### src/rtl/opcode_trace_buffer.sv
// ============================================================================
// Module   : opcode_trace_buffer
// Purpose  : Circular capture of retired 65C02 opcode fetches (PC + opcode),
//            frozen after a trigger and replayed oldest-first on a
//            valid/ready port that feeds the mnemonic decoder.
// Revision : 1.0 - initial release
// ============================================================================
`default_nettype none

module opcode_trace_buffer #(
  parameter int DEPTH_LOG2 = 6,
  parameter int POST_TRIG  = 16
) (
  input  logic                  clk,
  input  logic                  RST,
  input  logic                  fetch_valid,
  input  logic [15:0]           fetch_pc,
  input  logic [7:0]            fetch_op,
  input  logic                  arm,
  input  logic                  trig_en,
  input  logic [15:0]           trig_pc,
  input  logic                  force_trig,
  output logic                  rd_valid,
  input  logic                  rd_ready,
  output logic [15:0]           rd_pc,
  output logic [7:0]            rd_op,
  output logic                  rd_last,
  output logic [1:0]            state,
  output logic [DEPTH_LOG2:0]   fill
);

  localparam int                  c_depth_int = 1 << DEPTH_LOG2;
  localparam logic [DEPTH_LOG2:0] c_depth     = (DEPTH_LOG2+1)'(c_depth_int);
  localparam logic [DEPTH_LOG2:0] c_one       = (DEPTH_LOG2+1)'(1);
  localparam logic [DEPTH_LOG2-1:0] c_ptr_one   = DEPTH_LOG2'(1);
  localparam logic [DEPTH_LOG2-1:0] c_post_trig = DEPTH_LOG2'(POST_TRIG);

  generate
    if (POST_TRIG < 0 || POST_TRIG > c_depth_int - 1) begin : g_bad_post_trig
      $error("opcode_trace_buffer: POST_TRIG must be within 0..2**DEPTH_LOG2-1");
    end
  endgenerate

  typedef enum logic [1:0] {
    S_IDLE  = 2'd0,
    S_ARMED = 2'd1,
    S_POST  = 2'd2,
    S_DUMP  = 2'd3
  } state_t;

  state_t                  r_state;
  state_t                  w_state_nxt;
  logic                    w_post_load;
  logic                    w_dump_enter;

  logic [23:0]             r_mem [c_depth_int];
  logic [23:0]             r_rdata;

  logic [DEPTH_LOG2-1:0]   r_wptr;
  logic [DEPTH_LOG2:0]     r_fill;
  logic [DEPTH_LOG2-1:0]   r_post_cnt;
  logic [DEPTH_LOG2-1:0]   r_rptr;
  logic [DEPTH_LOG2:0]     r_remain;
  logic                    r_rd_req;
  logic                    r_rdata_vld;
  logic                    r_rd_valid;
  logic                    r_rd_last;
  logic [15:0]             r_rd_pc;
  logic [7:0]              r_rd_op;

  logic                    w_trig;
  logic                    w_capture;
  logic [DEPTH_LOG2-1:0]   w_wr_addr;
  logic [DEPTH_LOG2-1:0]   w_wptr_nxt;
  logic [DEPTH_LOG2:0]     w_fill_base;
  logic [DEPTH_LOG2:0]     w_fill_nxt;
  logic                    w_xfer;
  logic                    w_rd_en;

  assign w_trig = (trig_en && fetch_valid && (fetch_pc == trig_pc)) || force_trig;
  assign w_xfer = r_rd_valid && rd_ready;

  // arm restarts the history; a fetch on the arm cycle lands in slot 0
  assign w_capture   = arm ? fetch_valid
                           : (fetch_valid && (r_state == S_ARMED || r_state == S_POST));
  assign w_wr_addr   = arm ? '0 : r_wptr;
  assign w_wptr_nxt  = w_capture ? (w_wr_addr + c_ptr_one) : w_wr_addr;
  assign w_fill_base = arm ? '0 : r_fill;
  assign w_fill_nxt  = (w_capture && (w_fill_base != c_depth)) ? (w_fill_base + c_one)
                                                               : w_fill_base;

  // Memory reads happen on the first DUMP cycle and on every non-final transfer
  assign w_rd_en = !arm && (r_state == S_DUMP) &&
                   ((r_rd_req && (r_remain != '0)) || (w_xfer && !r_rd_last));

  always_comb begin
    w_state_nxt  = r_state;
    w_post_load  = 1'b0;
    w_dump_enter = 1'b0;
    if (arm) begin
      w_state_nxt = S_ARMED;
    end else begin
      case (r_state)
        S_ARMED: begin
          if (w_trig) begin
            if (POST_TRIG == 0) begin
              w_state_nxt  = S_DUMP;
              w_dump_enter = 1'b1;
            end else begin
              w_state_nxt = S_POST;
              w_post_load = 1'b1;
            end
          end
        end
        S_POST: begin
          if (fetch_valid && (r_post_cnt == c_ptr_one)) begin
            w_state_nxt  = S_DUMP;
            w_dump_enter = 1'b1;
          end
        end
        S_DUMP: begin
          if ((r_rd_req && (r_remain == '0)) || (w_xfer && r_rd_last)) begin
            w_state_nxt = S_IDLE;
          end
        end
        default: begin
          w_state_nxt = r_state;
        end
      endcase
    end
  end

  always_ff @(posedge clk or posedge RST) begin
    if (RST) begin
      r_state <= S_IDLE;
    end else begin
      r_state <= w_state_nxt;
    end
  end

  // Storage has no reset so it can map onto block RAM
  always_ff @(posedge clk) begin
    if (w_capture) begin
      r_mem[w_wr_addr] <= {fetch_pc, fetch_op};
    end
    if (w_rd_en) begin
      r_rdata <= r_mem[r_rptr];
    end
  end

  always_ff @(posedge clk or posedge RST) begin
    if (RST) begin
      r_wptr      <= '0;
      r_fill      <= '0;
      r_post_cnt  <= '0;
      r_rptr      <= '0;
      r_remain    <= '0;
      r_rd_req    <= 1'b0;
      r_rdata_vld <= 1'b0;
      r_rd_valid  <= 1'b0;
      r_rd_last   <= 1'b0;
      r_rd_pc     <= '0;
      r_rd_op     <= '0;
    end else begin
      r_wptr <= w_wptr_nxt;
      r_fill <= w_fill_nxt;

      if (arm) begin
        r_post_cnt <= '0;
      end else if (w_post_load) begin
        r_post_cnt <= c_post_trig;
      end else if (r_state == S_POST && fetch_valid) begin
        r_post_cnt <= r_post_cnt - c_ptr_one;
      end

      if (arm) begin
        r_rd_req    <= 1'b0;
        r_rdata_vld <= 1'b0;
        r_rd_valid  <= 1'b0;
        r_rd_last   <= 1'b0;
      end else begin
        if (w_dump_enter) begin
          // Oldest entry sits fill slots behind the write pointer
          r_rptr   <= w_wptr_nxt - w_fill_nxt[DEPTH_LOG2-1:0];
          r_remain <= w_fill_nxt;
          r_rd_req <= 1'b1;
        end
        if (r_rd_req) begin
          r_rd_req <= 1'b0;
        end
        if (w_rd_en) begin
          r_rptr      <= r_rptr + c_ptr_one;
          r_rdata_vld <= 1'b1;
        end else if (r_rdata_vld) begin
          r_rd_valid  <= 1'b1;
          r_rd_pc     <= r_rdata[23:8];
          r_rd_op     <= r_rdata[7:0];
          r_rd_last   <= (r_remain == c_one);
          r_remain    <= r_remain - c_one;
          r_rdata_vld <= 1'b0;
        end
        if (w_xfer) begin
          r_rd_valid <= 1'b0;
          r_rd_last  <= 1'b0;
        end
      end
    end
  end

  assign rd_valid = r_rd_valid;
  assign rd_pc    = r_rd_pc;
  assign rd_op    = r_rd_op;
  assign rd_last  = r_rd_last;
  assign state    = r_state;
  assign fill     = r_fill;

endmodule

`default_nettype wire

### config.mk
export PLATFORM = sky130hd
export DESIGN_NAME = opcode_trace_buffer
export DESIGN_NICKNAME = d
export VERILOG_FILES = /design/src/rtl/opcode_trace_buffer.sv
export SDC_FILE = /design/constraint.sdc
export NUM_CORES = 2
export LEC_CHECK = 0
export CORE_ASPECT_RATIO = 0.75
export CORE_UTILIZATION = 30
export DETAILED_ROUTE_END_ITERATION = 8
export DONT_BUFFER_PORTS = 1
export GPL_ROUTABILITY_DRIVEN = 0
export HOLD_SLACK_MARGIN = 0.02
export PLACE_DENSITY = 0.45
export SYNTH_ARGS = -nofsm -noshare
export SYNTH_HDL_FRONTEND = slang
export SYNTH_SLANG_ARGS = --single-unit
### constraint.sdc
create_clock -name clk -period 7.2 [get_ports clk]
set_clock_uncertainty 0.05 [all_clocks]
set_input_delay 1.44 -clock clk [delete_from_list [all_inputs] [get_ports clk]]
set_output_delay 1.44 -clock clk [all_outputs]
set_load 0.01 [all_outputs]
==> results by group <==
STA
  • Final setup violation count: 0
  • Worst slew pin tran: 1.38 ns
  • Setup TNS: 0 ns
  • Fmax: 0.255 GHz
  • Fin. Hold Viols: 0
  • Final period util: 0.545
  • Min Tclk post-route: 3.92 ns
  • Slew HR: 0.0812
  • Max-slew violations: 0
  • Setup ws final: 3.28 ns
  • RSZ-0062 raised after global routing: false

Floorplan
  • Die Span Y: 399 um
  • Initial Util: 0.303
  • Core Area: 0.209 mm2
  • Die width: 532 um
  • # rows: 145
  • Die area: 0.212 mm2
  • Num ports: 82

Placement
  • Area after DPL: 0.0669 mm2
  • IO buf count: 0
  • Setup WS pre-CTS: 2.78 ns
  • Detailed placer's ending HPWL: 113000 um

Cells and area
  • Filler Cell Count: 19419
  • Nets: 3196
  • Area of all placed cells without fillers: 0.0720 mm2
  • Register area: 0.0484 mm2
  • Multi-input gate area: 0.0141 mm2
  • Fin util: 0.345
  • Layout cells sized above 1: 0.231
  • Area grow syn2layout: 13.9%

Job
  • Max cap viols: 0

Power and ir drop
  • Sw Share: 0.292
  • Clk pwr share: 0.343
  • Share of power burned in registers: 0.441
  • Static leakage: 21.6 nW
  • Pint: 17.1 mW
  • Pwr Density: 336 mW/mm2
  • Psw: 7.07 mW
  • Peak VDD IR: 0.000202 V
  • Comb pwr share: 0.215

Critical path
  • CP Capture Type: flop
  • Worst-path maximum fanout: 36
  • Critical path type: reg -> reg
  • Critical Path RT: 7.79 ns
  • CP Launch Type: flop
  • Worst path arrival time: 4.51 ns

Global route
  • First-pass GRT wire length: 257000 um
  • Initial antenna violation count: 22
  • GRT Residual Overflow: 0
  • Vias in the first global route: 30593
  • Overall Global Routing Usage: 0.173
  • Largest net degree at the start of global routing: 92

Min path
  • Hold Path Class: reg -> reg

Route
  • DRC Markers: 22
  • Pre-Repair DR Iteration Count: 8
  • Routed WL: 186000 um
  • DR vias/cell: 5.06
  • Vias: 30625
  • Drt initial violations: 3314
  • Wirelength per Cell: 30.7 um
  • Antenna-violating nets left: 0

Clocking
  • Clock buffer count from CTS: 167
  • Hold Buf Count CTS: 0
  • CTS tree: done
  • Root Driver: clkbuf_16
  • Cts repair resizes: 0
  • CTS Buffer Depth: 4
  • Clock tree sinks: 1622
  • Worst skew pair latency: 0.82 ns
  • Number of setup buffers added after CTS: 0
  • Clock transition at the registers of the reported paths: 0.06 ns
  • CTS H-tree lvls: 4

Synth
  • Warnings from Yosys: 0
  • Complex-gate fraction of the synthesized area: 0.0378
  • Simple-Gate Fraction of Synth Area: 0.0224
  • Cell count after synthesis: 3030
  • Synth cell types: 76
  • Post-synth EDFFs: 1560
  • Yosys reg bits: 1622
  • Largest family of logic cells by synthesized area: multiplexers
  • Post-synthesis adder-cell area fraction: 0.00349
  • Mux cell area share after synthesis: 0.148
  • Post-Syn Area: 0.0632 mm2
  • Post-synthesis xor/xnor area fraction: 0.00495
  • Synthesized area per cell: 20.8 um2
  • Ys async rst share: 0.0382
  • Syn_nets: 3094
  • Primary FF master, synth: edfxtp_1
  • Seq/Total Area, Yosys: 0.766

Status
  • Failing checks: design-rule violations
  • Status: finished, violations left
layer usage:
layer / up-vias / GRT usage / share of wire
met5: - / 0 / 0.00023
met4: 6 / 0.0356 / 0.018
met3: 210 / 0.0514 / 0.082
met2: 956 / 0.259 / 0.44
met1: 16597 / 0.249 / 0.46
li1: 12856 / - / -
logic make-up (layout without fill, tap and decap cells):
group,after synthesis,count (layout)
other,0,6
flip-flops,1622,1622
AO/OA/AOI/OAI,322,322
XOR/XNOR,34,34
AND/OR/NAND/NOR,297,297
adder cells (fa/ha/maj),17,17
multiplexers,551,551
buffers and inverters,187,411
power groups by stage:
stage	sequential (mW)	clock, mW	combinational (mW)
6_report	10.7	8.31	5.21
5_1_grt	10.7	8.81	5.49
4_1_cts	10.7	8.47	5.25
3_5_place_dp	10.9	0	5.24
3_3_place_gp	10.9	0	5.26
2_1_floorplan	10.8	0	3.21
flip-flops by register name, summed over array words and instances, names as in the netlist:
signal	flops
fill	7
rd_pc	16
rd_last	1
r_rd_req	1
rd_valid	1
r_rptr	6
rd_op	8
r_remain	7
r_mem	1536
r_wptr	6
state	2
r_rdata	24
r_post_cnt	6
r_rdata_vld	1
synth_stat cells, types with 16 or more instances:
cell	number	area [um2]
nand3_1	19	95.1
xnor2_1	25	219
o221ai_1	22	193
ha_1	16	200
clkbuf_1	45	169
a211oi_1	45	338
nor2_1	125	469
buf_4	25	188
a21oi_1	35	175
o21ai_0	20	100
a22o_1	18	158
mux4_2	305	6870
o22ai_1	63	394
buf_6	16	180
a22oi_1	30	225
mux2i_1	209	2090
mux2_2	36	405
dfrtp_1	62	1550
inv_1	22	82.6
edfxtp_1	1560	46800
buf_2	63	315
nand2_1	65	244
cell type report:
type | instances | share of cell area
Timing Repair Buffer | 95 | 0.0111
Clock inverter | 84 | 0.00875
Multi-Input combinational cell | 1221 | 0.196
Clock buffer | 207 | 0.0614
Antenna cell | 6 | 0.000209
Inverter | 25 | 0.00132
Tap cell | 2793 | 0.0486
Sequential cell | 1622 | 0.673
critical path, cell delays in order, from the launching register on:
cell	delay [ns]
dfrtp_4	0.72
buf_4	0.61
nor2b_4	0.83
buf_4	0.37
a22o_1	0.29
a211oi_1	0.08
a211o_1	0.58
o31ai_1	0.17
stage by stage:
step           cells  power (mW)  hold WS [ns]
2_1_floorplan   3030        14.0         0.391
3_3_place_gp    5754        16.1         0.411
3_5_place_dp    5756        16.1         0.420
4_1_cts         6047        24.4         0.428
5_1_grt         6048        25.0         0.449
6_report        6053        24.2         0.430
final timing paths:
| kind | start | to | slack, ns | depth (start not counted) |
|---|---|---|---|---|
| max in group asynchronous | RST | r_rptr[0] | 5.62 | 2 |
| worst max-delay path | r_rptr[2] | r_rdata[3] | 3.28 | 7 |
| worst min-delay path | r_rd_req | r_rd_req | 0.43 | 1 |
| min in group asynchronous | RST | state[0] | 0.75 | 2 |
| worst max register to register | r_rptr[2] | r_rdata[3] | 3.28 | 7 |
| worst min register to register | r_rd_req | r_rd_req | 0.43 | 1 |
cells in the final DEF, fill, tap and decap left out, drive strengths merged, types with 13 or more instances in the layout:
| cell type | netlist | layout |
|---|---|---|
| inv | 24 | 30 |
| o22ai | 63 | 63 |
| nand2 | 65 | 65 |
| xnor2 | 25 | 25 |
| mux4 | 305 | 305 |
| dfrtp | 62 | 62 |
| buf | 117 | 95 |
| clkbuf | 45 | 207 |
| edfxtp | 1560 | 1560 |
| mux2 | 37 | 37 |
| o221ai | 22 | 22 |
| a22o | 18 | 18 |
| a21oi | 36 | 36 |
| a22oi | 30 | 30 |
| nor3 | 13 | 13 |
| nand3 | 19 | 19 |
| mux2i | 209 | 209 |
| a211oi | 45 | 45 |
| o21ai | 22 | 22 |
| nor2 | 125 | 125 |
| ha | 16 | 16 |
| a211o | 14 | 14 |
| clkinv | 1 | 67 |
No activity file was read; power rests on OpenSTA's default activity.
